$ cat config.mk
export PLATFORM = sky130hd
export DESIGN_NAME = seven_seg_scanner
export DESIGN_NICKNAME = d
export VERILOG_FILES = /design/src/rtl/seven_seg_pkg.sv /design/src/rtl/hex_to_seven_seg.sv /design/src/rtl/seven_seg_scanner.sv
export SDC_FILE = /design/constraint.sdc
export NUM_CORES = 1
export LEC_CHECK = 0
export CORE_MARGIN = 8
export CORE_UTILIZATION = 54
export DETAILED_ROUTE_END_ITERATION = 8
export GPL_ROUTABILITY_DRIVEN = 0
export PLACE_DENSITY_LB_ADDON = 0.25
export SLEW_MARGIN = 15
export SYNTH_ARGS = -nofsm -noshare
export SYNTH_HDL_FRONTEND = slang
export SYNTH_SLANG_ARGS = --single-unit
export TNS_END_PERCENT = 10
$ cat constraint.sdc
create_clock -name i_clk -period 2.21 [get_ports i_clk]
set_clock_uncertainty 0.05 [all_clocks]
set_input_delay 0.5525 -clock i_clk [delete_from_list [all_inputs] [get_ports i_clk]]
set_output_delay 0.5525 -clock i_clk [all_outputs]
set_load 0.01 [all_outputs]
$ cat src/rtl/seven_seg_pkg.sv
// Shared 7-segment definitions: {g,f,e,d,c,b,a} bit ordering, active-high glyphs 0-F.
// Any block that drives the board's segment bus should pull its patterns from here.
package seven_seg_pkg;

   localparam int SEG_W = 7;
   localparam int SEG_A = 0;
   localparam int SEG_B = 1;
   localparam int SEG_C = 2;
   localparam int SEG_D = 3;
   localparam int SEG_E = 4;
   localparam int SEG_F = 5;
   localparam int SEG_G = 6;

   localparam logic [SEG_W-1:0] SEG_OFF = 7'h00;
   localparam logic [SEG_W-1:0] SEG_0   = 7'h3F;
   localparam logic [SEG_W-1:0] SEG_1   = 7'h06;
   localparam logic [SEG_W-1:0] SEG_2   = 7'h5B;
   localparam logic [SEG_W-1:0] SEG_3   = 7'h4F;
   localparam logic [SEG_W-1:0] SEG_4   = 7'h66;
   localparam logic [SEG_W-1:0] SEG_5   = 7'h6D;
   localparam logic [SEG_W-1:0] SEG_6   = 7'h7D;
   localparam logic [SEG_W-1:0] SEG_7   = 7'h07;
   localparam logic [SEG_W-1:0] SEG_8   = 7'h7F;
   localparam logic [SEG_W-1:0] SEG_9   = 7'h6F;
   localparam logic [SEG_W-1:0] SEG_HA  = 7'h77;
   localparam logic [SEG_W-1:0] SEG_HB  = 7'h7C;
   localparam logic [SEG_W-1:0] SEG_HC  = 7'h39;
   localparam logic [SEG_W-1:0] SEG_HD  = 7'h5E;
   localparam logic [SEG_W-1:0] SEG_HE  = 7'h79;
   localparam logic [SEG_W-1:0] SEG_HF  = 7'h71;

   function automatic logic [SEG_W-1:0] hex_pattern(input logic [3:0] i_hex);
      logic [SEG_W-1:0] w_pat;
      w_pat = SEG_OFF;
      case (i_hex)
         4'h0: w_pat = SEG_0;
         4'h1: w_pat = SEG_1;
         4'h2: w_pat = SEG_2;
         4'h3: w_pat = SEG_3;
         4'h4: w_pat = SEG_4;
         4'h5: w_pat = SEG_5;
         4'h6: w_pat = SEG_6;
         4'h7: w_pat = SEG_7;
         4'h8: w_pat = SEG_8;
         4'h9: w_pat = SEG_9;
         4'hA: w_pat = SEG_HA;
         4'hB: w_pat = SEG_HB;
         4'hC: w_pat = SEG_HC;
         4'hD: w_pat = SEG_HD;
         4'hE: w_pat = SEG_HE;
         default: w_pat = SEG_HF;
      endcase
      return w_pat;
   endfunction

endpackage

$ cat src/rtl/hex_to_seven_seg.sv
// Combinational hex nibble to active-high {g..a} segment pattern.
module hex_to_seven_seg
   import seven_seg_pkg::*;
(
   input  logic [3:0]       i_hex,
   output logic [SEG_W-1:0] o_seg
);

   assign o_seg = hex_pattern(i_hex);

endmodule

$ cat src/rtl/seven_seg_scanner.sv
// Multiplexed 7-segment driver: snapshots NUM_DIGITS nibbles once per frame and scans them
// one digit per REFRESH_DIV clocks onto a shared registered seg bus with one-hot anodes.
module seven_seg_scanner
   import seven_seg_pkg::*;
#(
   parameter int NUM_DIGITS  = 4,
   parameter int REFRESH_DIV = 50000,
   parameter bit ACTIVE_LOW  = 1'b1
) (
   input  logic                    i_clk,
   input  logic                    i_rst_n,
   input  logic                    i_enable,
   input  logic [4*NUM_DIGITS-1:0] i_digits_in,
   input  logic [NUM_DIGITS-1:0]   i_digit_en,
   output logic [SEG_W-1:0]        o_seg,
   output logic [NUM_DIGITS-1:0]   o_an,
   output logic                    o_frame_tick
);

   localparam int DIV_W = (REFRESH_DIV > 2) ? $clog2(REFRESH_DIV) : 1;
   localparam int IDX_W = $clog2(NUM_DIGITS);
   localparam logic [SEG_W-1:0]      SEG_INV = ACTIVE_LOW ? {SEG_W{1'b1}} : {SEG_W{1'b0}};
   localparam logic [NUM_DIGITS-1:0] AN_INV  = ACTIVE_LOW ? {NUM_DIGITS{1'b1}} : {NUM_DIGITS{1'b0}};

   logic [DIV_W-1:0]            r_div_cnt;
   logic [IDX_W-1:0]            r_idx;
   logic [NUM_DIGITS-1:0][3:0]  r_shadow;
   logic [NUM_DIGITS-1:0]       r_shadow_en;
   logic                        r_load_pend;
   logic [SEG_W-1:0]            r_seg;
   logic [NUM_DIGITS-1:0]       r_an;
   logic                        r_frame_tick;

   logic                        w_div_last;
   logic                        w_idx_last;
   logic                        w_snap;
   logic                        w_lit;
   logic [SEG_W-1:0]            w_seg_pat;
   logic [SEG_W-1:0]            w_seg_hi;
   logic [NUM_DIGITS-1:0]       w_an_hi;

   assign w_div_last = (r_div_cnt == DIV_W'(REFRESH_DIV - 1));
   assign w_idx_last = (r_idx == IDX_W'(NUM_DIGITS - 1));
   // A disabled cycle blocks both the wrap and the pending first load.
   assign w_snap     = i_enable && (r_load_pend || (w_div_last && w_idx_last));
   assign w_lit      = i_enable && r_shadow_en[r_idx];

   hex_to_seven_seg u_dec (
      .i_hex (r_shadow[r_idx]),
      .o_seg (w_seg_pat)
   );

   assign w_seg_hi = w_lit ? w_seg_pat : SEG_OFF;
   assign w_an_hi  = w_lit ? (NUM_DIGITS'(1) << r_idx) : '0;

   always_ff @(posedge i_clk or negedge i_rst_n) begin
      if (!i_rst_n) begin
         r_div_cnt    <= '0;
         r_idx        <= '0;
         r_shadow     <= '0;
         r_shadow_en  <= '0;
         r_load_pend  <= 1'b1;
         r_seg        <= SEG_OFF ^ SEG_INV;
         r_an         <= AN_INV;
         r_frame_tick <= 1'b0;
      end else begin
         if (i_enable) begin
            if (w_div_last) begin
               r_div_cnt <= '0;
               r_idx     <= w_idx_last ? '0 : r_idx + 1'b1;
            end else begin
               r_div_cnt <= r_div_cnt + 1'b1;
            end
         end
         if (w_snap) begin
            r_shadow    <= i_digits_in;
            r_shadow_en <= i_digit_en;
            r_load_pend <= 1'b0;
         end
         // Tick marks the first cycle the fresh snapshot is held in the shadow.
         r_frame_tick <= w_snap;
         r_seg        <= w_seg_hi ^ SEG_INV;
         r_an         <= w_an_hi ^ AN_INV;
      end
   end

   assign o_seg        = r_seg;
   assign o_an         = r_an;
   assign o_frame_tick = r_frame_tick;

endmodule

# Word level (Yosys, flattened, before mapping)
# Memories as Yosys holds them, arrays and structs flattened.
# Cells that the tools add are included.
# word_totals
memories	1
input_bits	23
ff_bits	51
output_inout_bits	12
romBits	112
# mem_list
name	words	word_bits	read_ports	rd_clocked_by_memory_dff	wr	line	text
(no name shown)	16	7	1	0	0	seven_seg_pkg.sv:35	case (i_hex)
# classes
shifts	1
n_eq_ne	2
n_reduce_logical	5
mux	8
addsub	2
magnitude_cmp	1
bitwise_logic	2
# ops
operator	n
$add 16x1->16 const B	1
$eq 16x16->1 const B	1
$mux 16	1
$bmux 4 s2	1
$mux 4	2
$mux 7	1
$not 7->7	1
$not 4->4	1
$shl 1x2->4 const A	1
$logic_and 1x1->1	3
$lt 2x3->1 const B	1
$add 2x1->2 const B	1
$bmux 1 s2	1
$eq 2x2->1 const B	1
$mux 2	1
$reduce_and 2->1	1
$logic_or 1x1->1	1
$mux 1	1

# Longest topological paths before layout
# logic_depth
ltp_word	5
depth_mapped	8
ltp_nobuf	7

# Hierarchy
# From an unflattened synthesis, not the netlist that was laid out.
# unflattened
hier_cells	204
area_unflattened_um2	2592.5
# modules_own_cells
module	cells_each	area_each_um2	n_inst
seven_seg_scanner	171	2304.7	1
hex_to_seven_seg	33	287.8	1

# Worst setup path after synthesis
# OpenSTA, ideal clock, no wires.
# synth_timing
path_type	register to register
start	register r_idx[0]
end	register r_seg[3], in the netlist o_seg[3]
synth_period_minus_slack_ps	1934
stages_incl_launch_ff	8
setup_ps	77
arrival_time_ps	1807
path_slack_ps	276
required_time_ps	2083
n_path_buf	1
path_cell_list	dfrtp_1 buf_2 mux4_2 inv_1 ha_1 mux2i_1 nor3b_1 a31oi_1
# synth_between
elab_chain_len	5
# synth_rtl
element	line	text
start: declaration	seven_seg_scanner.sv:26	logic [IDX_W-1:0] r_idx;
start signal: assignment	seven_seg_scanner.sv:70	r_idx <= w_idx_last ? '0 : r_idx + 1'b1;
$bmux 4 s2 / $bmux 1 s2 (equally long branches)	seven_seg_scanner.sv:49, seven_seg_scanner.sv:46	
$mux 4 (not written as such) / $mux 1 (equally long branches)	seven_seg_scanner.sv:49, seven_seg_scanner.sv:46	
$mem_v2 16x7 / $logic_and 1x1->1 (equally long branches)	--	
$mux 7 *	seven_seg_scanner.sv:53	assign w_seg_hi = w_lit ? w_seg_pat : SEG_OFF;
$not 7->7 (no line) *	--	
end signal: assignment	seven_seg_scanner.sv:63	r_seg <= SEG_OFF ^ SEG_INV;
end signal: assignment	seven_seg_scanner.sv:82	r_seg <= w_seg_hi ^ SEG_INV;
end: declaration	seven_seg_scanner.sv:30	logic [SEG_W-1:0] r_seg;
# Mark *: on every way between the ends. The rest lies on a longest branch, timed or not. The select of a mux whose other input is x is not followed.
# A chain may end at the register's enable or synchronous reset.

# Worst setup path after layout
# layout_timing
start	register r_div_cnt[0]
end	register r_shadow[14] (netlist name)
# layout_between
elab_chain_len	4
# layout_rtl
element	line	text
start: declaration	seven_seg_scanner.sv:25	logic [DIV_W-1:0] r_div_cnt;
start signal: assignment	seven_seg_scanner.sv:72	r_div_cnt <= r_div_cnt + 1'b1;
$eq 16x16->1	seven_seg_scanner.sv:42	assign w_div_last = (r_div_cnt == DIV_W'(REFRESH_DIV - 1));
$logic_and 1x1->1	seven_seg_scanner.sv:45	assign w_snap = i_enable && (r_load_pend || (w_div_last && w_idx_last));
$logic_or 1x1->1	seven_seg_scanner.sv:45	
$logic_and 1x1->1	seven_seg_scanner.sv:45	
end signal: assignment	seven_seg_scanner.sv:76	r_shadow <= i_digits_in;
end: declaration	seven_seg_scanner.sv:27	logic [NUM_DIGITS-1:0][3:0] r_shadow;
# No other way between the ends.

==> qor.csv <==
stage,metric,value,unit
pwr,pwr/cell area,589,nW/um^2
floorplanning,Core Rows,25,
pwr,Tot Pwr,1.86,mW
critical_path,CP Class,reg -> reg,
detailed_routing,DR WL/cell,15.7,um
clock_network,clk buf depth,2,
synth,Synth cell types,41,
floorplanning,Die Y,85.1,um
placement,Inst Count DP,297,
global_route,first-pass GRT wire length,8.28,mm
clock_network,CTS buffer count,5,
synth,Synthesis Warnings,0,
timing,PnR worst setup slack,0.150,ns
pwr,Peak VDD IR,327,uV
global_route,gr usage total,0.142,
timing,endpoints failing hold,0,
synth,synthesized area per cell,12.8,sq um
pwr,Leak Pwr,1.46,nW
layout,fin nets,284,
critical_path,CP cell instances,ha_1 > nor4b_4 > and4_4 > a32oi_4 > buf_12 > mux2_4,
pwr,Logic pwr share,0.109,
detailed_routing,DR DRC count,0,
clock_network,"Hold-fix buffers, CTS",0,
timing,minimum clock period after layout,2.06,ns
clock_network,clk sinks,51,
critical_path,Crit Path Max Fanout,19,
layout,share of layout cells above drive strength 1,0.263,
detailed_routing,Antenna Violating Nets Remaining,0,
global_route,initial antenna violation count,0,
placement,Detail Placement HPWL,3.56,mm
clock_network,Post-CTS Setup Repair Bufs,0,
critical_path,R2R cell count,6,
detailed_routing,initial DRC count,75,
synth,simple logic cell fraction of the synthesized area,0.132,
timing,Slew Limit Fails,0,
synth,Post-synth top cells,"dfrtp_1, mux2_4, nand2_1, nand3_1, dfstp_2",
layout,n_diodes,0,
flow_run,maxcap violations,0,
floorplanning,area of the core,4660,sq um
synth,synthesis-stage register bit count,51,
synth,mux contribution to synthesized area,0.183,
global_route,pin count of the biggest net entering global routing,52,
synth,XOR/XNOR Fraction of Synth Area,0.0340,
outcome,status,"finished, final reports clean",
critical_path,CP startpoint kind,flip-flop,
timing,fmax,485,MHz
worst_hold_path,worst hold path type,in -> async,
layout,# fillers,356,
critical_path,Worst Setup EP,r_shadow[14],
pwr,sw frac,0.259,
critical_path,slowest cell delay on critical path,0.45,ns
clock_network,clock edge transition at the registers on the reported setup and hold paths,0.09,ns
global_route,total grt overflow,0,
synth,post-synthesis compound-gate area fraction,0.0602,
critical_path,Worst setup EP type,flip-flop,
pwr,Seq pwr share,0.575,
timing,worst-margin pin slew,0.624,ns
synth,Main synth FF type,dfrtp_1,
clock_network,Clock Latency Late Sink,0.31,ns
clock_network,CTS Root Cell,clkbuf_8,
layout,Non-Filler Instances,305,
synth,Async SR Flop Fraction,1.00,
timing,RSZ-0062 raised after global routing,false,
synth,Yosys top cell by area,dfrtp_1,
critical_path,CP arrival,2.20,ns
critical_path,crit path launch,r_div_cnt[0],
synth,mapped cell area,2580,sq um
critical_path,Crit-path slowest cell,dfrtp_1,
timing,period utilization,0.932,
placement,pre-CTS WS,-0.187,ns
synth,top-count cell post-synth,dfrtp_1,
floorplanning,initial core utilization,0.553,
timing,sum of negative setup slack,0,ns
timing,hold_ws,0.288,ns
pwr,Clock power frac,0.315,
global_route,vias in the first global route,1720,
timing,Max transition margin,0.584,
floorplanning,Die W,85.1,um
detailed_routing,DR vias,1669,
critical_path,worst r2r src,r_div_cnt[0],
synth,Synth top area share,0.378,
synth,Synth Area in Adders,0.0534,
synth,ranking of synthesized cells by area,"dfrtp_1, dfstp_2, mux2_4, ha_1, mux4_2",
synth,sequential area share after synthesis,0.501,
floorplanning,I/O pin count,35,
synth,Gate Count Post-Synth,202,
detailed_routing,via/cell ratio,5.47,
critical_path,end of the worst register-to-register path,r_shadow[14],
detailed_routing,final WL,4.80,mm
pwr,Internal,1.38,mW
timing,final setup fails,0,
placement,input/output buffers,34,
clock_network,CTS tree,built,
detailed_routing,Detailed Routing Iterations Pass 1,4,
synth,Synth Net Count,236,
critical_path,Worst EP required,2.35,ns
critical_path,r2r setup slk,0.15,ns
layout,P&R area growth vs syn,22.9,%
pwr,NetSw,0.483,mW
layout,final design utilization,0.680,
synth,largest family of logic cells by synthesized area,multiplexers,
floorplanning,die area,7240,sq um
placement,Placed Area,3060,sq um
synth,number of enable flip-flop cells after synthesis,0,
clock_network,htree depth,2,
layout,final instance area,3170,sq um
[cell type report]
| type | instances | area [sq um] | area share |
|---|---|---|---|
| Clock buffer | 8 | 101 | 0.0320 |
| Inverter | 11 | 41.3 | 0.0130 |
| Multi-Input combinational cell | 133 | 1200 | 0.379 |
| Sequential cell | 51 | 1290 | 0.408 |
| Tap cell | 54 | 67.6 | 0.0213 |
| Timing Repair Buffer | 48 | 465 | 0.147 |
[critical path: cells and delay by family, from the launching register on]
family	cells	cell delay [ns]
compound gates	1	0.29
fa+ha+maj	1	0.26
buf+inv	1	0.23
flops	1	0.45
mux	1	0.32
simple gates	2	0.34
[what timing repair did]
item                                   in CTS  in global routing
gates resized for setup                     0                  1
setup endpoints to repair                   0                  1
endpoints found under the hold margin       0                  0
[layout by cell type (no fill, tap or decap), drive strengths merged, types with 6 or more instances in the layout]
master	synthesis	layout
nor2	10	10
buf	7	15
inv	11	11
dfrtp	39	39
nand2	13	13
mux2	22	22
dfstp	12	12
clkbuf	0	8
nand3	13	13
clkdlybuf4s50	0	33
o21ai	6	6
ha	11	11
[cells by family (layout without fill, tap and decap cells)]
family                     Yosys count  after routing
xor gates and xnor gates            10             10
DFF                                 51             51
and+or+nand+nor                     60             60
muxes                               31             31
adders and majority gates           11             11
buffers and inverters               18             67
AOI/OAI and AO/OA                   21             21
[registers in the layout (all words and copies together), names as in the netlist]
name / count
o_frame_tick: 1
r_idx: 2
r_shadow_en: 4
o_seg: 7
r_load_pend: 1
r_shadow: 16
o_an: 4
r_div_cnt: 16
[power groups by stage]
stage	logic [mW]	clock network [mW]	registers (mW)
finish	0.204	0.588	1.07
global route	0.234	0.643	1.08
CTS	0.203	0.607	1.07
detailed placement	0.201	0	1.09
global placement	0.196	0	1.09
floorplan	0.112	0	1.07
[routing by layer]
| metal | vias to the layer above | global-route usage | wire (um) |
|---|---|---|---|
| li1 | 811 | - | - |
| met1 | 812 | 0.192 | 2380 |
| met2 | 41 | 0.208 | 2120 |
| met3 | 5 | 0.0463 | 260 |
| met4 | 0 | 0.0437 | 48 |
| met5 | - | 0 | 0 |
[worst min path at each step]
| stage | start | end | slack (ns) | cells past startpoint |
|---|---|---|---|---|
| floorplan | i_rst_n | o_frame_tick | 0.21 | 0 |
| global placement | r_shadow_en[0] | r_shadow_en[0] | 0.44 | 1 |
| detailed placement | r_shadow[3] | r_shadow[3] | 0.44 | 1 |
| CTS | i_rst_n | r_div_cnt[15] | 0.31 | 2 |
| global route | i_rst_n | r_div_cnt[2] | 0.33 | 2 |
| finish | i_rst_n | r_div_cnt[13] | 0.29 | 2 |
(Power assumes the default switching activity.)
==> variant (same flow settings) <==
Register the inputs `i_enable`, `i_digits_in` and `i_digit_en` before use, cleared by the reset. The logic sees them one clock later.
--- a/src/rtl/seven_seg_scanner.sv
+++ b/src/rtl/seven_seg_scanner.sv
@@ -24,2 +24,18 @@
 
+   logic i_enable_q;
+   logic [4*NUM_DIGITS-1:0] i_digits_q;
+   logic [NUM_DIGITS-1:0] i_digit_en_q;
+
+   always_ff @(posedge i_clk or negedge i_rst_n) begin
+      if (!i_rst_n) begin
+         i_enable_q   <= '0;
+         i_digits_q   <= '0;
+         i_digit_en_q <= '0;
+      end else begin
+         i_enable_q   <= i_enable;
+         i_digits_q   <= i_digits_in;
+         i_digit_en_q <= i_digit_en;
+      end
+   end
+
    logic [DIV_W-1:0]            r_div_cnt;
@@ -44,4 +60,4 @@
    // A disabled cycle blocks both the wrap and the pending first load.
-   assign w_snap     = i_enable && (r_load_pend || (w_div_last && w_idx_last));
-   assign w_lit      = i_enable && r_shadow_en[r_idx];
+   assign w_snap     = i_enable_q && (r_load_pend || (w_div_last && w_idx_last));
+   assign w_lit      = i_enable_q && r_shadow_en[r_idx];
 
@@ -66,3 +82,3 @@
       end else begin
-         if (i_enable) begin
+         if (i_enable_q) begin
             if (w_div_last) begin
@@ -75,4 +91,4 @@
          if (w_snap) begin
-            r_shadow    <= i_digits_in;
-            r_shadow_en <= i_digit_en;
+            r_shadow    <= i_digits_q;
+            r_shadow_en <= i_digit_en_q;
             r_load_pend <= 1'b0;
Formal check against the unedited RTL: not equivalent (a bounded check fails within 4 cycles, from zero or initial values and one cycle with i_rst_n low).
==> variant against the original RTL <==
Power grew 47%. Via count grew 10%. Design area grew 19%. Hold slack lost 0.21 ns. Sequential cell count grew 21. Global-route usage shrank 0.57 points. Worst setup slack lost 0.080 ns. Sequential power grew 36%. Count of clock-buffer cells in the layout grew 3. Clock power grew 85%. Synthesized area grew 18%. Synthesized cell count grew 7.9%. Routed wire length grew 15%. Critical endpoint is now r_shadow[7]$_DFFE_PN0P_. Largest cell class unchanged. Largest power group unchanged.
==> variant: results (changes against the original RTL) <==
cells_and_area:
  diodes: 0  # unchanged
  reg_top3: "i_digits_q: 16 flops, r_div_cnt: 16 flops, r_shadow: 16 flops"
  drive_gt1_frac: 0.254  # -0.00927
  fill_cells: 400  # +12%
  num-nets-final: 302  # +6.3%
clock_network:
  clk_latency_ns: 0.34  # +0.03 ns
  cts-root-buf: "clkbuf_8"
  cts_buffers: 9  # +4
  htreeDepth: 3  # +1
  clk_pin_slew_worst_paths_ns: 0.07  # -0.02 ns
  clk_path_buf_depth: 2  # unchanged
power:
  vdd.ir_drop.worst_v: 0.000467  # +43%
  power.internal_mw: 2.12  # +54%
  cellLeakagePower_nw: 1.72  # +18%
setup_path:
  end_kind: "flip-flop"
  cp_slowest_cell: "or4bb_4"
  timing.rr.end: "r_shadow[7]$_DFFE_PN0P_"
  cp_max_fo: 9  # -10
  slowest_delay_ns: 0.58  # +0.13 ns
  cp.arrival_ns: 2.32  # +0.12 ns
  rrSetupSlack_ns: 0.07  # -0.08 ns
  crit_start: "r_div_cnt[5]$_DFFE_PN0P_"
  critPathTopFamily: "simple AND/OR/NAND/NOR gates"
  r2r_cells: 6  # unchanged
detailed_routing:
  highest_layer: "met4"
  firstDrtPassIters: 4  # unchanged
  drt_iter0_drc: 76  # +1.3%
  wl_per_cell_um: 16.1  # +2.0%
  wl_met1_um: 2610  # +9.9%
  wl_met2_um: 2590  # +22%
  met3_length_um: 236  # -9.2%
  viasPerCell: 5.35  # -2.1%
logic_synthesis:
  yosys_warnings: 0  # unchanged
  ys_types: 42  # +2.4%
  synth_common_cells: "dfrtp_1, mux2_4, dfstp_2, nand2_1, ha_1"
  ys.flop_type: "dfrtp_1"
  synthArstFlopShare: 1.00  # unchanged
  netlist_top_cells_area: "dfrtp_1, dfstp_2, mux2_4"
  synthesis.nets: 252  # +6.8%
  synth.yosys.seq_area_share: 0.595  # +0.0939
grt:
  grt_pass1_wl_um: 9070  # +9.5%
  grt_pass1_vias: 1964  # +14%
  grt_max_degree: 56  # +7.7%
  grt.total_usage: 0.136  # -0.00570
  grt_use_met2: 0.208  # about the same
  use_met3: 0.0379  # -0.00847
  antenna_found_initial: 0  # unchanged
  use_met1: 0.166  # -0.0258
place:
  dp_hpwl_um: 3760  # +5.4%
  io_buffers: 34  # unchanged
worst_hold_path:
  hp-class: "in2async"
run_status:
  status: "finished, final reports clean"
sta:
  slew_headroom: 0.621  # +0.0374
==> variant: cells by family (layout without fill, tap and decap cells) <==
logic type      count (synthesis)  in the layout  share of synthesized area
flops                          72             72                      0.595
simple gates                   57             57                      0.107
mux                            29             29                      0.147
compound gates                 22             23                     0.0508
buf+inv                        17             70                     0.0262
fa+ha+maj                      11             11                     0.0450
xor+xnor                       10             10                     0.0287
==> variant: final cells by class <==
class	count	share of cell area
sequential	72	0.483
multi-input combinational	130	0.311
timing repair buffer	45	0.118
clock buffer	11	0.0349
tap	72	0.0240
clock inverter	4	0.0186
inverter	10	0.00998
==> variant: through the flow <==
stage | cell area, um2 | worst slack [ns] | hold WS, ns | cells
floorplan | 3060 | 0.0409 | 0.207 | 218
global route | 3760 | 0.0130 | 0.0994 | 344
CTS | 3720 | 0.0101 | 0.0805 | 341
global placement | 3520 | 0.0923 | 0.409 | 326
finish | 3760 | 0.0704 | 0.0800 | 344
detailed placement | 3520 | 0.0201 | 0.415 | 326
==> variant: worst reg2reg max path: cells and delay by family (launching register included) <==
kind / cells / cell delay (ns)
compound gates: 1 / 0.09
flops: 1 / 0.41
buf+inv: 2 / 0.35
simple gates: 2 / 0.83
mux: 1 / 0.29
==> variant: timing repair <==
| item | in CTS | in global routing |
|---|---|---|
| gates resized for setup | 0 | 1 |
| buffers inserted | 0 | 2 |
| endpoints found under the setup margin | 0 | 21 |
==> variant: power groups by stage <==
stage	Clock, mW	Sequential (mW)	Combinational [mW]
floorplan	0	1.46	0.0936
global placement	0	1.46	0.203
detailed placement	0	1.47	0.213
CTS	1.11	1.44	0.214
global route	1.16	1.46	0.233
finish	1.09	1.45	0.211
